--- src/rtl/testbasic9_producer_pkg.sv ---
// Shared types for the TestBasic9 producer stage: FSM states, integer limits and the offset adder.
// Build option: define TESTBASIC9_PRODUCER_SAT_EN to make add_offset saturate instead of wrap.
package testbasic9_types;

    typedef enum logic [0:0] {
        ST_READ  = 1'b0,
        ST_WRITE = 1'b1
    } testbasic9_producer_state_t;

    localparam int TESTBASIC9_INT_MAX = 32'sh7FFF_FFFF;
    localparam int TESTBASIC9_INT_MIN = 32'sh8000_0000;

    function automatic int add_offset(input int a, input int off);
`ifdef TESTBASIC9_PRODUCER_SAT_EN
        logic [32:0] sum;
        sum = {a[31], a} + {off[31], off};
        // Sign-extended bits disagreeing means the true sum left the 32-bit range.
        if (sum[32] != sum[31]) begin
            return sum[32] ? TESTBASIC9_INT_MIN : TESTBASIC9_INT_MAX;
        end else begin
            return $signed(sum[31:0]);
        end
`else
        return a + off;
`endif
    endfunction

endpackage

--- src/rtl/testbasic9_producer.sv ---
// Producer stage of TestBasic9: reads a sample, adds OFFSET, forwards it and counts transfers.
// Build option: TESTBASIC9_PRODUCER_SAT_EN selects a saturating add (see package).
module testbasic9_producer
    import testbasic9_types::*;
#(
    parameter int OFFSET = 32'sd1
) (
    input  logic        clk,
    input  logic        rst,
    input  logic [31:0] a_in,
    input  logic        a_in_sync,
    output logic        a_in_notify,
    output logic [31:0] b_out,
    input  logic        b_out_sync,
    output logic        b_out_notify,
    output logic [31:0] m_out
);

    testbasic9_producer_state_t state_q, state_d;
    logic [31:0] b_out_q, b_out_d;
    logic [31:0] m_out_q, m_out_d;
    logic        a_notify_q, a_notify_d;
    logic        b_notify_q, b_notify_d;

    // Next-state, data capture and transfer counting; only the sync matching the state is honoured.
    always_comb begin
        state_d = state_q;
        b_out_d = b_out_q;
        m_out_d = m_out_q;
        case (state_q)
            ST_READ: begin
                if (a_in_sync) begin
                    state_d = ST_WRITE;
                    b_out_d = add_offset(a_in, OFFSET);
                end else begin
                    state_d = ST_READ;
                end
            end
            ST_WRITE: begin
                if (b_out_sync) begin
                    state_d = ST_READ;
                    m_out_d = m_out_q + 32'd1;
                end else begin
                    state_d = ST_WRITE;
                end
            end
            default: begin
                state_d = ST_READ;
            end
        endcase
        a_notify_d = (state_d == ST_READ);
        b_notify_d = (state_d == ST_WRITE);
    end

    // State and output registers.
    always_ff @(posedge clk or posedge rst) begin
        if (rst) begin
            state_q    <= ST_READ;
            b_out_q    <= 32'd0;
            m_out_q    <= 32'd0;
            a_notify_q <= 1'b1;
            b_notify_q <= 1'b0;
        end else begin
            state_q    <= state_d;
            b_out_q    <= b_out_d;
            m_out_q    <= m_out_d;
            a_notify_q <= a_notify_d;
            b_notify_q <= b_notify_d;
        end
    end

    assign a_in_notify  = a_notify_q;
    assign b_out_notify = b_notify_q;
    assign b_out        = b_out_q;
    assign m_out        = m_out_q;

endmodule

--- config.mk ---
export PLATFORM = sky130hd
export DESIGN_NAME = testbasic9_producer
export DESIGN_NICKNAME = d
export VERILOG_FILES = /design/src/rtl/testbasic9_producer_pkg.sv /design/src/rtl/testbasic9_producer.sv
export SDC_FILE = /design/constraint.sdc
export NUM_CORES = 1
export LEC_CHECK = 0
export CAP_MARGIN = 20
export CORE_MARGIN = 2
export CORE_UTILIZATION = 51
export DETAILED_ROUTE_END_ITERATION = 10
export PLACE_DENSITY = 0.86
export SLEW_MARGIN = 15
export SYNTH_ARGS = -nofsm -noshare
export SYNTH_HDL_FRONTEND = slang
export SYNTH_SLANG_ARGS = --single-unit
--- constraint.sdc ---
create_clock -name clk -period 6.1 [get_ports clk]
set_input_delay 1.22 -clock clk [delete_from_list [all_inputs] [get_ports clk]]
set_output_delay 1.22 -clock clk [all_outputs]
set_load 0.05 [all_outputs]
==> results.json, run 1 <==
{
  "port_buffers": 101,
  "slew_viol_final": 0,
  "critPathLaunchType": "input pin",
  "crit_slowest_cell": "or4b_2",
  "die_w_um": 85.3,
  "ctsResizeCount": 0,
  "die_h_um": 85.3,
  "rows": 29,
  "finalCriticalPeriod_ps": 3510,
  "drc": 0,
  "switching_share_pct": 38.3,
  "grt_pass1_vias": 3044,
  "ios": 102,
  "p_per_area_nw_per_um2": 339,
  "die_area_um2": 7280,
  "routed_wl_um": 8330,
  "grt_max_degree": 67,
  "wl_per_cell_um": 15.8,
  "nets": 484,
  "fin_util_pct": 73.5,
  "total_power_mw": 1.59,
  "synthCells": 344,
  "syn_avg_cell_area_um2": 9.81,
  "slew_headroom_pct": 29.4,
  "crit_arrival_ps": 3780,
  "drv_cap": 0,
  "place_hpwl_um": 6060,
  "finalHoldViolCount": 0,
  "ys_types": 37,
  "min_path_type": "flip-flop to flip-flop",
  "fillCellCount": 488,
  "dpl_cell_area_um2": 4450,
  "ir_drop_uv": 260,
  "yosysTopAreaCellShare_pct": 48.2,
  "cts_setup_buffers": 0,
  "path_buf_inv": 1,
  "dr.pass1.iters": 4,
  "endpoint_kind": "flip-flop",
  "synthesis.area_um2": 3370,
  "crit_family": "simple AND/OR/NAND/NOR gates",
  "drive_gt1_share_pct": 6.87,
  "finalSetupViolCount": 0,
  "ys_ff_latch": 66,
  "overflow": 0,
  "fin_crit_sh_pct": 57.6,
  "viasPerCell": 5.81,
  "gp_congestion": 0.889,
  "cts_made_buffers": 9,
  "final_area_um2": 4700,
  "n_antenna_cell": 0,
  "antenna_found_initial": 0,
  "initial_utilization_pct": 52.8,
  "cp_cell_sequence": "clkdlybuf4s50_1 -> ha_1 -> and3_1 -> nand4_1 -> or4b_2 -> a31oi_1",
  "cts-root-buf": "clkbuf_8",
  "crit_type": "input pin to flip-flop",
  "tns_ps": 0,
  "vias": 3068,
  "path_clk_slew_ps": 80,
  "drtAntennaViolNets": 0,
  "clock_latency_ps": 340,
  "seq_area_frac_synth_pct": 49.0,
  "rsz0062_at_grt": "false",
  "hold_ws_ps": 472,
  "ctsHoldBuffers": 0,
  "synth_area_leaders": "dfrtp_1 (48%), xor2_1 (6.5%), xnor2_1 (4.9%), nand2_1 (4.3%), nand4_1 (3.7%)",
  "status": "completed",
  "switching_power_uw": 610,
  "area_growth_pct": 39.2,
  "coreArea_um2": 6390,
  "pwr-share-comb_pct": 35.3,
  "cellLeakagePower_nw": 1.94,
  "clockPowerShare_pct": 28.9,
  "grt_util_all_layers_pct": 23.8,
  "clock_skew_ps": 8.65,
  "p_seq_share_pct": 35.8,
  "p_int_uw": 984,
  "yosysWarnings": 0,
  "htreeDepth": 3,
  "critPathMaxFanout": 18,
  "max_freq_mhz": 285,
  "tightest_slew_ps": 1050,
  "yosys.area.top_type": "dfrtp_1",
  "cpPeakStageDelay_ps": 820,
  "cts_buffer_depth": 2,
  "syn-num-nets": 382,
  "cp.required_ps": 6370,
  "grt_pass1_wl_um": 13800,
  "numClockSinks": 66,
  "drtIter0Drc": 163,
  "cts_tree": "built"
}
## layout make-up
cell class                      instances  area, µm²  area share [%]
Sequential cell                        66       1650            35.2
Clock buffer                           10        138            2.93
Tap cell                               77       96.3            2.05
Timing Repair Buffer                  103       1030            21.8
Inverter                                7       26.3           0.560
Clock inverter                          6        113            2.40
Multi-Input combinational cell        259       1640            35.0
## power groups by stage
stage / sequential, mW / clock, mW / combinational (mW)
3_5_place_dp: 0.577 / 0 / 0.565
6_report: 0.571 / 0.460 / 0.562
2_1_floorplan: 0.823 / 0 / 0.100
4_1_cts: 0.570 / 0.465 / 0.566
3_3_place_gp: 0.574 / 0 / 0.556
5_1_grt: 0.582 / 0.486 / 0.593
## Yosys cell counts, drive strengths merged
cell,n
a31oi,12
and2,1
and3,8
and4,11
buf,1
clkbuf,11
dfrtp,65
dfstp,1
ha,2
inv,7
mux2,1
nand2,39
nand2b,1
nand3,23
nand4,21
nand4bb,1
nor2,20
nor2b,2
nor3,10
nor4,7
nor4b,1
o211ai,3
o21a,1
o21ai,18
o311ai,2
o31ai,6
o41ai,2
or2,3
or3,4
or4,12
or4b,4
xnor2,19
xor2,25
## worst register-to-register path, stage by stage (launching register included)
cell and delay, ps:
dfrtp_1 450, nand4_1 240, or4_1 740, nor4_1 420, xor2_1 180
## registers in the layout (all words and copies together) (netlist names)
register and flops:
b_out_notify 1, b_out 32, m_out 32, a_in_notify 1
## final timing paths
kind	cells after the start	endpoint	slack (ps)	start
worst max-delay path	6	b_out[28]	2590	a_in[0]
worst min-delay path	1	m_out[31]	470	m_out[31]
worst max register to register	4	m_out[29]	3990	m_out[4]
worst min register to register	1	m_out[31]	470	m_out[31]
max in group asynchronous	3	b_out[17]	4130	rst
min in group asynchronous	3	b_out[0]	1430	rst
## cells in the final DEF, fill, tap and decap left out, types with 2 or more instances in the layout
master	count
or4_1	11
or4b_1	2
o21ai_0	18
xor2_1	25
clkbuf_8	10
nand4_1	20
xnor2_1	19
bufinv_16	3
and4_1	10
inv_1	6
nand3_1	23
buf_4	2
and3_1	8
or4b_2	2
nor2_1	20
or3_1	4
nand2_1	39
a31oi_1	12
o41ai_1	2
ha_1	2
o31ai_1	6
dfrtp_1	65
nor4_1	7
clkdlybuf4s50_1	101
or2_2	3
o211ai_1	3
o311ai_0	2
nor3_1	10
## kinds of logic after synthesis
kind of cell | Yosys count | share of synthesized area, %
simple gates | 168 | 28.0
flops | 66 | 49.0
compound gates | 44 | 8.16
xor+xnor | 44 | 11.4
buf+inv | 19 | 2.34
fa+ha+maj | 2 | 0.742
mux | 1 | 0.334
## layer usage
metal	share of wire (%)	routed length, µm	vias up	global-route usage (%)
met5	0	0	-	0
met4	1.1	93	0	7.07
met3	7.7	639	13	7.59
met2	50	4150	126	40.3
met1	41	3450	1464	29.1
li1	-	-	1465	-
## through the flow
stage,cells,setup slack (ps)
5_1_grt,528,2460
2_1_floorplan,344,3230
3_5_place_dp,512,2250
6_report,528,2590
3_3_place_gp,512,2370
4_1_cts,528,2620
Note: power is estimated with default switching activity, not from simulation.
==> run 2, diff against run 1 <==
--- a/config.mk
+++ b/config.mk
@@ -7,9 +7,9 @@
 export LEC_CHECK = 0
 export CAP_MARGIN = 20
 export CORE_MARGIN = 2
-export CORE_UTILIZATION = 51
+export CORE_UTILIZATION = 47
 export DETAILED_ROUTE_END_ITERATION = 10
-export PLACE_DENSITY = 0.86
+export PLACE_DENSITY = 0.8
 export SLEW_MARGIN = 15
 export SYNTH_ARGS = -nofsm -noshare
 export SYNTH_HDL_FRONTEND = slang
==> constraint.sdc (replaced) <==
create_clock -name clk -period 3.5 [get_ports clk]
set_input_delay 0.7 -clock clk [delete_from_list [all_inputs] [get_ports clk]]
set_output_delay 0.7 -clock clk [all_outputs]
set_load 0.05 [all_outputs]
==> results.json, run 2 (synthesis results as in run 1) <==
{
  "port_buffers": 101,
  "slew_viol_final": 0,
  "rrSetupSlack_ps": 1420,
  "cellLeakagePower_nw": 1.93,
  "fin_util_pct": 68.7,
  "finalSetupViolCount": 0,
  "cp.required_ps": 3750,
  "grtUsageMet1_pct": 29.9,
  "die_h_um": 88.7,
  "ctsHoldBuffers": 0,
  "wl_per_cell_um": 14.8,
  "routed_wl_um": 8130,
  "clock_latency_ps": 330,
  "cts_made_buffers": 9,
  "n_antenna_cell": 0,
  "max_freq_mhz": 376,
  "status": "completed",
  "endpoint_kind": "flip-flop",
  "overflow": 0,
  "drive_gt1_share_pct": 7.06,
  "ir_drop_uv": 293,
  "crit_arrival_ps": 2900,
  "min_path_type": "flip-flop to flip-flop",
  "finalCriticalPeriod_ps": 2660,
  "coreArea_um2": 6870,
  "gp_congestion": 0.866,
  "initial_utilization_pct": 49.1,
  "grt_use_met3_pct": 4.57,
  "p_per_area_nw_per_um2": 567,
  "vias": 3028,
  "die_w_um": 88.7,
  "htreeDepth": 3,
  "layout_commonest_cell": "clkdlybuf4s50_1",
  "grt.busiest_layer": "met2",
  "critPathLaunchType": "input pin",
  "tightest_slew_ps": 719,
  "cts_setup_buffers": 0,
  "finalHoldViolCount": 0,
  "met2_usage_pct": 36.0,
  "die_area_um2": 7870,
  "drtIter0Drc": 130,
  "rows": 30,
  "ctsResizeCount": 0,
  "place_hpwl_um": 5890,
  "rsz0062_at_grt": "false",
  "layout_common_cells": "clkdlybuf4s50_1 (101), dfrtp_1 (65), nand2_1 (39), xor2_1 (25), nand3_1 (23)",
  "dr.pass1.iters": 4,
  "tns_ps": 0,
  "drtAntennaViolNets": 0,
  "area_growth_pct": 39.8,
  "drv_cap": 0,
  "fillCellCount": 552,
  "path_clk_slew_ps": 80,
  "grt_pass1_wl_um": 13600,
  "ios": 102,
  "antenna_found_initial": 0,
  "numClockSinks": 66,
  "slew_headroom_pct": 51.7,
  "fin_crit_sh_pct": 76.0,
  "crit_type": "input pin to flip-flop",
  "grt_util_all_layers_pct": 22.2,
  "critPathMaxFanout": 18,
  "nets": 486,
  "viasPerCell": 5.52,
  "cts_tree": "built",
  "drc": 0,
  "clock_skew_ps": 10.3,
  "cts_buffer_depth": 2,
  "cts-root-buf": "clkbuf_8",
  "grt_pass1_vias": 2906,
  "grt_max_degree": 67
}
==> run 2: worst paths after layout <==
check | startpoint | end | cells past startpoint
max in group asynchronous | rst | a_in_notify | 3
worst max-delay path | a_in[0] | b_out[30] | 7
worst max register to register | m_out[4] | m_out[29] | 4
worst min-delay path | m_out[31] | m_out[31] | 1
min in group asynchronous | rst | m_out[16] | 3
worst min register to register | m_out[31] | m_out[31] | 1
==> run 2: layout make-up <==
cell class                      instances  area, µm²  share of cell area [%]
Clock inverter                          6       91.3                    1.94
Sequential cell                        66       1650                    35.0
Multi-Input combinational cell        259       1640                    34.9
Tap cell                               96        120                    2.55
Clock buffer                           10        128                    2.71
Timing Repair Buffer                  105       1050                    22.3
Inverter                                7       26.3                   0.557
==> run 2: worst max-delay path: stages <==
cell and delay, ps:
clkdlybuf4s50_1 550, ha_1 240, and3_1 230, nand4_1 100, buf_4 200, or4b_2 650
a31oi_1 220
==> run 2: per-layer routing <==
metal	vias up	wire length, µm	part of all wire, %
met4	0	39	0.48
met5	-	0	0
met2	103	3990	49
met1	1439	3660	45
li1	1482	-	-
met3	4	438	5.4
==> run 2: where the power goes <==
| group | leakage [nW] | switching (mW) | internal [mW] |
|---|---|---|---|
| Combinational | 1.01 | 0.648 | 0.332 |
| Sequential | 0.822 | 0.105 | 0.889 |
| Clock | 0.0991 | 0.297 | 0.404 |
==> run 2: through the flow <==
stage	hold slack [ps]	power (mW)	setup WS [ps]	instance area, µm²	cells
floorplan	744	1.61	1150	3370	344
global placement	456	1.98	650	4500	533
detailed placement	462	1.99	567	4500	533
CTS	473	2.70	874	4720	549
global route	490	2.80	795	4720	549
finish	465	2.68	841	4720	549
